[src/rtl/ifetch_bus_pkg.sv]
// Shared types and defaults for the instruction-fetch bus master.
package ifetch_bus_pkg;

  typedef enum logic [1:0] {
    ST_IDLE = 2'd0,
    ST_CMD  = 2'd1,
    ST_RSP  = 2'd2,
    ST_DROP = 2'd3
  } state_e;

  localparam logic [1:0] CAUSE_NONE     = 2'd0;
  localparam logic [1:0] CAUSE_MISALIGN = 2'd1;
  localparam logic [1:0] CAUSE_BUSERR   = 2'd2;
  localparam logic [1:0] CAUSE_TIMEOUT  = 2'd3;

  localparam logic [31:0] DEF_RST_PC  = 32'h8000_0000;
  localparam int          DEF_TIMEOUT = 255;

  // A disabled timeout (0) still needs a legal one-bit counter.
  function automatic int cnt_width(input int t);
    return (t > 0) ? $clog2(t + 1) : 1;
  endfunction

endpackage

[src/rtl/ifetch_wdt.sv]
// Response watchdog: counts enabled cycles from a clear, flags when the count hits TIMEOUT.
// Expired is a registered-count compare; TIMEOUT=0 never expires.
module ifetch_wdt
  import ifetch_bus_pkg::*;
#(
  parameter int TIMEOUT = DEF_TIMEOUT
) (
  input  logic clk,
  input  logic rst,
  input  logic i_clr,
  input  logic i_en,
  output logic o_expired
);

  localparam int CW = cnt_width(TIMEOUT);

  logic [CW-1:0] cnt_q, cnt_d;

  assign o_expired = (TIMEOUT != 0) && (cnt_q == CW'(TIMEOUT));

  always_comb begin
    cnt_d = cnt_q;
    if (i_clr) begin
      cnt_d = '0;
    end else if (i_en && !o_expired) begin
      cnt_d = cnt_q + 1'b1;
    end
  end

  always_ff @(posedge clk) begin
    if (rst) begin
      cnt_q <= '0;
    end else begin
      cnt_q <= cnt_d;
    end
  end

endmodule

[src/rtl/ifetch_bus.sv]
// Single-outstanding instruction fetch master: request -> cmd -> rsp -> one-cycle ifu pulse (min 3 cycles).
// Holds cmd until accepted; flushes discard the in-flight response via DROP; faults pulse on o_fault.
module ifetch_bus
  import ifetch_bus_pkg::*;
#(
  parameter int          AW      = 32,
  parameter int          DW      = 32,
  parameter int          TIMEOUT = DEF_TIMEOUT,
  parameter logic [AW-1:0] RST_PC = AW'(DEF_RST_PC)
) (
  input  logic          clk,
  input  logic          rst,
  input  logic          i_req_val,
  input  logic [AW-1:0] i_req_addr,
  input  logic          i_flush,
  output logic          o_rsp_rdy_ifu,
  output logic [DW-1:0] o_instr,
  output logic          o_busy,
  output logic          o_cmd_val,
  input  logic          i_cmd_rdy,
  output logic [AW-1:0] o_cmd_addr,
  input  logic          i_rsp_val,
  output logic          o_rsp_rdy,
  input  logic [DW-1:0] i_rsp_data,
  input  logic          i_rsp_err,
  output logic          o_fault,
  output logic [1:0]    o_fault_cause,
  output logic [AW-1:0] o_fault_addr
);

  state_e        state_q, state_d;
  logic [AW-1:0] addr_q, addr_d;
  logic          kill_q, kill_d;
  logic [DW-1:0] instr_q, instr_d;
  logic          ifu_q, ifu_d;
  logic          fault_q, fault_d;
  logic [1:0]    cause_q, cause_d;
  logic [AW-1:0] fault_addr_q, fault_addr_d;
  logic          wdt_expired;

  ifetch_wdt #(.TIMEOUT(TIMEOUT)) u_wdt (
    .clk       (clk),
    .rst       (rst),
    .i_clr     (state_q != ST_RSP),
    .i_en      (state_q == ST_RSP),
    .o_expired (wdt_expired)
  );

  always_comb begin
    state_d      = state_q;
    addr_d       = addr_q;
    kill_d       = kill_q;
    instr_d      = instr_q;
    ifu_d        = 1'b0;
    fault_d      = 1'b0;
    cause_d      = cause_q;
    fault_addr_d = fault_addr_q;
    case (state_q)
      ST_IDLE: begin
        if (i_req_val && !i_flush) begin
          addr_d = i_req_addr;
          if (i_req_addr[1:0] != 2'b00) begin
            fault_d      = 1'b1;
            cause_d      = CAUSE_MISALIGN;
            fault_addr_d = i_req_addr;
          end else begin
            state_d = ST_CMD;
          end
        end
      end
      ST_CMD: begin
        // The command cannot be retracted, so a flush here only marks its response as stale.
        if (i_flush) kill_d = 1'b1;
        if (i_cmd_rdy) begin
          state_d = (kill_q || i_flush) ? ST_DROP : ST_RSP;
          kill_d  = 1'b0;
        end
      end
      ST_RSP: begin
        if (i_rsp_val) begin
          state_d = ST_IDLE;
          if (!i_flush) begin
            if (i_rsp_err) begin
              fault_d      = 1'b1;
              cause_d      = CAUSE_BUSERR;
              fault_addr_d = addr_q;
            end else begin
              instr_d = i_rsp_data;
              ifu_d   = 1'b1;
            end
          end
        end else if (i_flush) begin
          state_d = ST_DROP;
        end else if (wdt_expired) begin
          fault_d      = 1'b1;
          cause_d      = CAUSE_TIMEOUT;
          fault_addr_d = addr_q;
          state_d      = ST_DROP;
        end
      end
      ST_DROP: begin
        if (i_rsp_val) state_d = ST_IDLE;
      end
      default: state_d = ST_IDLE;
    endcase
  end

  always_ff @(posedge clk) begin
    if (rst) begin
      state_q      <= ST_IDLE;
      addr_q       <= RST_PC;
      kill_q       <= 1'b0;
      instr_q      <= '0;
      ifu_q        <= 1'b0;
      fault_q      <= 1'b0;
      cause_q      <= CAUSE_NONE;
      fault_addr_q <= RST_PC;
    end else begin
      state_q      <= state_d;
      addr_q       <= addr_d;
      kill_q       <= kill_d;
      instr_q      <= instr_d;
      ifu_q        <= ifu_d;
      fault_q      <= fault_d;
      cause_q      <= cause_d;
      fault_addr_q <= fault_addr_d;
    end
  end

  // A redirect in the pulse cycle cancels whatever event was about to be reported.
  assign o_rsp_rdy_ifu = ifu_q & ~i_flush;
  assign o_fault       = fault_q & ~i_flush;
  assign o_instr       = instr_q;
  assign o_fault_cause = cause_q;
  assign o_fault_addr  = fault_addr_q;
  assign o_busy        = (state_q != ST_IDLE);
  assign o_cmd_val     = (state_q == ST_CMD);
  assign o_cmd_addr    = addr_q;
  assign o_rsp_rdy     = (state_q == ST_RSP) || (state_q == ST_DROP);

endmodule

[config.mk]
export PLATFORM = sky130hd
export DESIGN_NAME = ifetch_bus
export DESIGN_NICKNAME = d
export VERILOG_FILES = /design/src/rtl/ifetch_bus_pkg.sv /design/src/rtl/ifetch_wdt.sv /design/src/rtl/ifetch_bus.sv
export SDC_FILE = /design/constraint.sdc
export NUM_CORES = 1
export LEC_CHECK = 0
export BUFFER_PORTS_ARGS = -buffer_cell sky130_fd_sc_hd__buf_4
export CELL_PAD_IN_SITES_DETAIL_PLACEMENT = 1
export CELL_PAD_IN_SITES_GLOBAL_PLACEMENT = 1
export CORE_ASPECT_RATIO = 1.2
export CORE_UTILIZATION = 30
export DETAILED_ROUTE_END_ITERATION = 8
export GPL_TIMING_DRIVEN = 0
export PLACE_DENSITY_LB_ADDON = 0.15
export SLEW_MARGIN = 0
export SYNTH_ARGS = -nofsm -noshare
export SYNTH_HDL_FRONTEND = slang
export SYNTH_SLANG_ARGS = --single-unit
[constraint.sdc]
create_clock -name clk -period 5.05 [get_ports clk]
set_input_delay 0.7575 -clock clk [delete_from_list [all_inputs] [get_ports clk]]
set_output_delay 0.7575 -clock clk [all_outputs]
set_load 0.005 [all_outputs]
==> summary.txt <==
DRT iter0 DRCs: 138
Clock-pin transition on the worst setup and hold timing paths: 0.08 ns
Root Driver: clkbuf_16
Worst EP arrival: 2.98 ns
Min Hold Slack: 0.462 ns
Horiz. Die Dim: 113 um
ANT nets after route: 0
Max-Cap Viols: 0
Layout cells sized above 1: 28.2%
Peak VDD IR: 0.117 mV
Via density: 4.85
H-tree Lvls: 3
Synth top area cells: dfxtp_1 (50%), nand2_1 (16%), a21oi_1 (11%)
Outcome: complete, no violations
Diode count: 0
Wire length per cell: 16.4 um
Overall routing resource usage: 20.5%
Max stage delay on crit path: 0.73 ns
Static leakage: 2.52 nW
Slew @ Worst Pin: 0.784 ns
P&R area growth vs syn: 40.5%
Placer congestion estimate: 0.750
Max-slew violation count: 0
Dpl hpwl: 11600 um
WL final: 15400 um
Hold buffers post-CTS: 0
First drt pass iteration count: 4
Final setup TNS: 0 ns
CTS Buf Count: 9
TritonCTS clock tree: built
Share of the synthesized area in the top cell type: 49.7%
Crit path cell chain: ha_1 -> nand4_1 -> o211ai_1 -> clkbuf_1 -> a21oi_1 -> a311oi_1
Syn_nets: 625
Fin crit period: 2.74 ns
Slowest-stage cell, CP: o211ai_1
Synthesized area: 4470 sq um
Cell Pwr Density: 363 nW/um^2
First-pass GRT wire length: 24200 um
Largest net degree at the start of global routing: 20
Final period util: 54.2%
DRC: 0
FFs w/ async S/R, synth: 0%
IO Pins: 174
Max frequency: 365 MHz
Synth Area per Inst: 8.09 sq um
Yosys reg bits: 111
Vias: 4556
Hold WC Path Type: reg -> reg
Post-synthesis sequential area ratio: 49.7%
Die Height: 136 um
Most common cell after layout, fill and taps aside: nand2_1
IO Port Bufs: 171
Predominant post-synthesis flop cell: dfxtp_1
Fin. Hold Viols: 0
PostCTS Resize Cnt: 0
Cells after Synth: 553
Clock Path Buffers: 2
Required time worst endpoint: 5.29 ns
Most frequent cells in the layout: nand2_1 (192), buf_4 (173), dfxtp_1 (111)
Worst-path fanout max: 10
Row cnt: 48
Setup crit start kind: register
CTS sink cnt: 111
Post-synth EDFFs: 0
RSZ-0062 raised after global routing: false
Critical setup path kind: reg -> reg
Endpoints failing setup: 0
CP endpoint kind: register
Vias in the first global route: 4693
YS warnings: 0
Clock Skews: 0.0114 ns
Clock latency on the worst-skew pair: 0.36 ns
Die ar.: 15400 sq um
Post-synthesis cell type count: 40
Placeable Area: 14500 sq um
Post-CTS setup buffer count: 0
Slew HR: 47.7%
Gr ovfl total: 0
Nets: 807
Initial Util: 30.9%
Initial antenna violation count: 0
Synth area leader: dfxtp_1
## critical path: cells and delay by family (launching register included)
| family | cells | cell delay, ns |
|---|---|---|
| AND/OR/NAND/NOR | 1 | 0.33 |
| buffers and inverters | 1 | 0.46 |
| adder cells (fa/ha/maj) | 1 | 0.23 |
| flip-flops | 1 | 0.38 |
| AO/OA/AOI/OAI | 3 | 1.22 |
## logic make-up (layout without fill, tap and decap cells)
kind of cell | count (synthesis) | count (layout) | synth area share [%]
buffers and inverters | 54 | 241 | 6.13
and+or+nand+nor | 228 | 228 | 21.0
muxes | 1 | 1 | 0.224
AOI/OAI and AO/OA | 153 | 153 | 21.7
DFF | 111 | 111 | 49.7
xor gates and xnor gates | 5 | 5 | 0.979
adders and majority gates | 1 | 1 | 0.280
## per-layer routing
metal | vias to the layer above | GRT usage, % | part of all wire [%]
met2 | 137 | 36.2 | 51
met1 | 2158 | 23.3 | 41
met4 | 0 | 8.26 | 1.3
met3 | 11 | 5.46 | 6.7
li1 | 2250 | - | -
met5 | - | 0 | 0
## registers in the layout, summed over array words and instances (netlist names)
signal / flops
fault_q: 1
ifu_q: 1
kill_q: 1
o_cmd_addr: 32
o_fault_addr: 32
o_fault_cause: 2
o_instr: 32
state_q: 2
u_wdt.cnt_q: 8
## final timing paths
| path | start | endpoint | slack [ns] | cells after the start |
|---|---|---|---|---|
| worst min register to register | o_instr[22] | o_instr[22] | 0.46 | 2 |
| worst max register to register | u_wdt.cnt_q[0] | o_fault_addr[23] | 2.31 | 6 |
| worst max-delay path | u_wdt.cnt_q[0] | o_fault_addr[23] | 2.31 | 6 |
| worst min-delay path | o_instr[22] | o_instr[22] | 0.46 | 2 |
## cell usage after synthesis, drive strengths merged, types with 2 or more instances
library cell,count
a211oi,3
nor2,9
nor2b,5
a21oi,100
a31o,2
dfxtp,111
nor3b,2
nand2b,3
a311oi,33
buf,13
nand3,3
o211ai,4
nand4,2
inv,5
xor2,3
and2,2
o21ai,4
xnor2,2
and3,3
clkbuf,36
or2,2
nand2,192
## final cells by class
type,instances,area [sq um]
Fill cell,1784,8190
Sequential cell,111,2220
Multi-Input combinational cell,388,1980
Timing Repair Buffer,171,1280
Buffer,49,255
Tap cell,200,250
Clock buffer,9,225
Clock inverter,7,53.8
Inverter,5,18.8
## power by group
part | internal [mW] | switching, mW
clock | 0.340 | 0.352
sequential | 0.959 | 0.0513
combinational | 0.273 | 0.303
## through the flow
step | total power [mW] | setup WS, ns | util (%) | cells | area [sq um]
3_5_place_dp | 1.62 | 2.24 | 41.5 | 924 | 6010
6_report | 2.28 | 2.31 | 43.4 | 940 | 6280
5_1_grt | 2.41 | 2.05 | 43.4 | 940 | 6280
3_3_place_gp | 1.60 | 2.44 | 41.5 | 924 | 6010
2_1_floorplan | 1.33 | 2.71 | - | 553 | 4470
4_1_cts | 2.32 | 2.23 | 43.4 | 940 | 6280
Power figures use the tool's default switching activity.
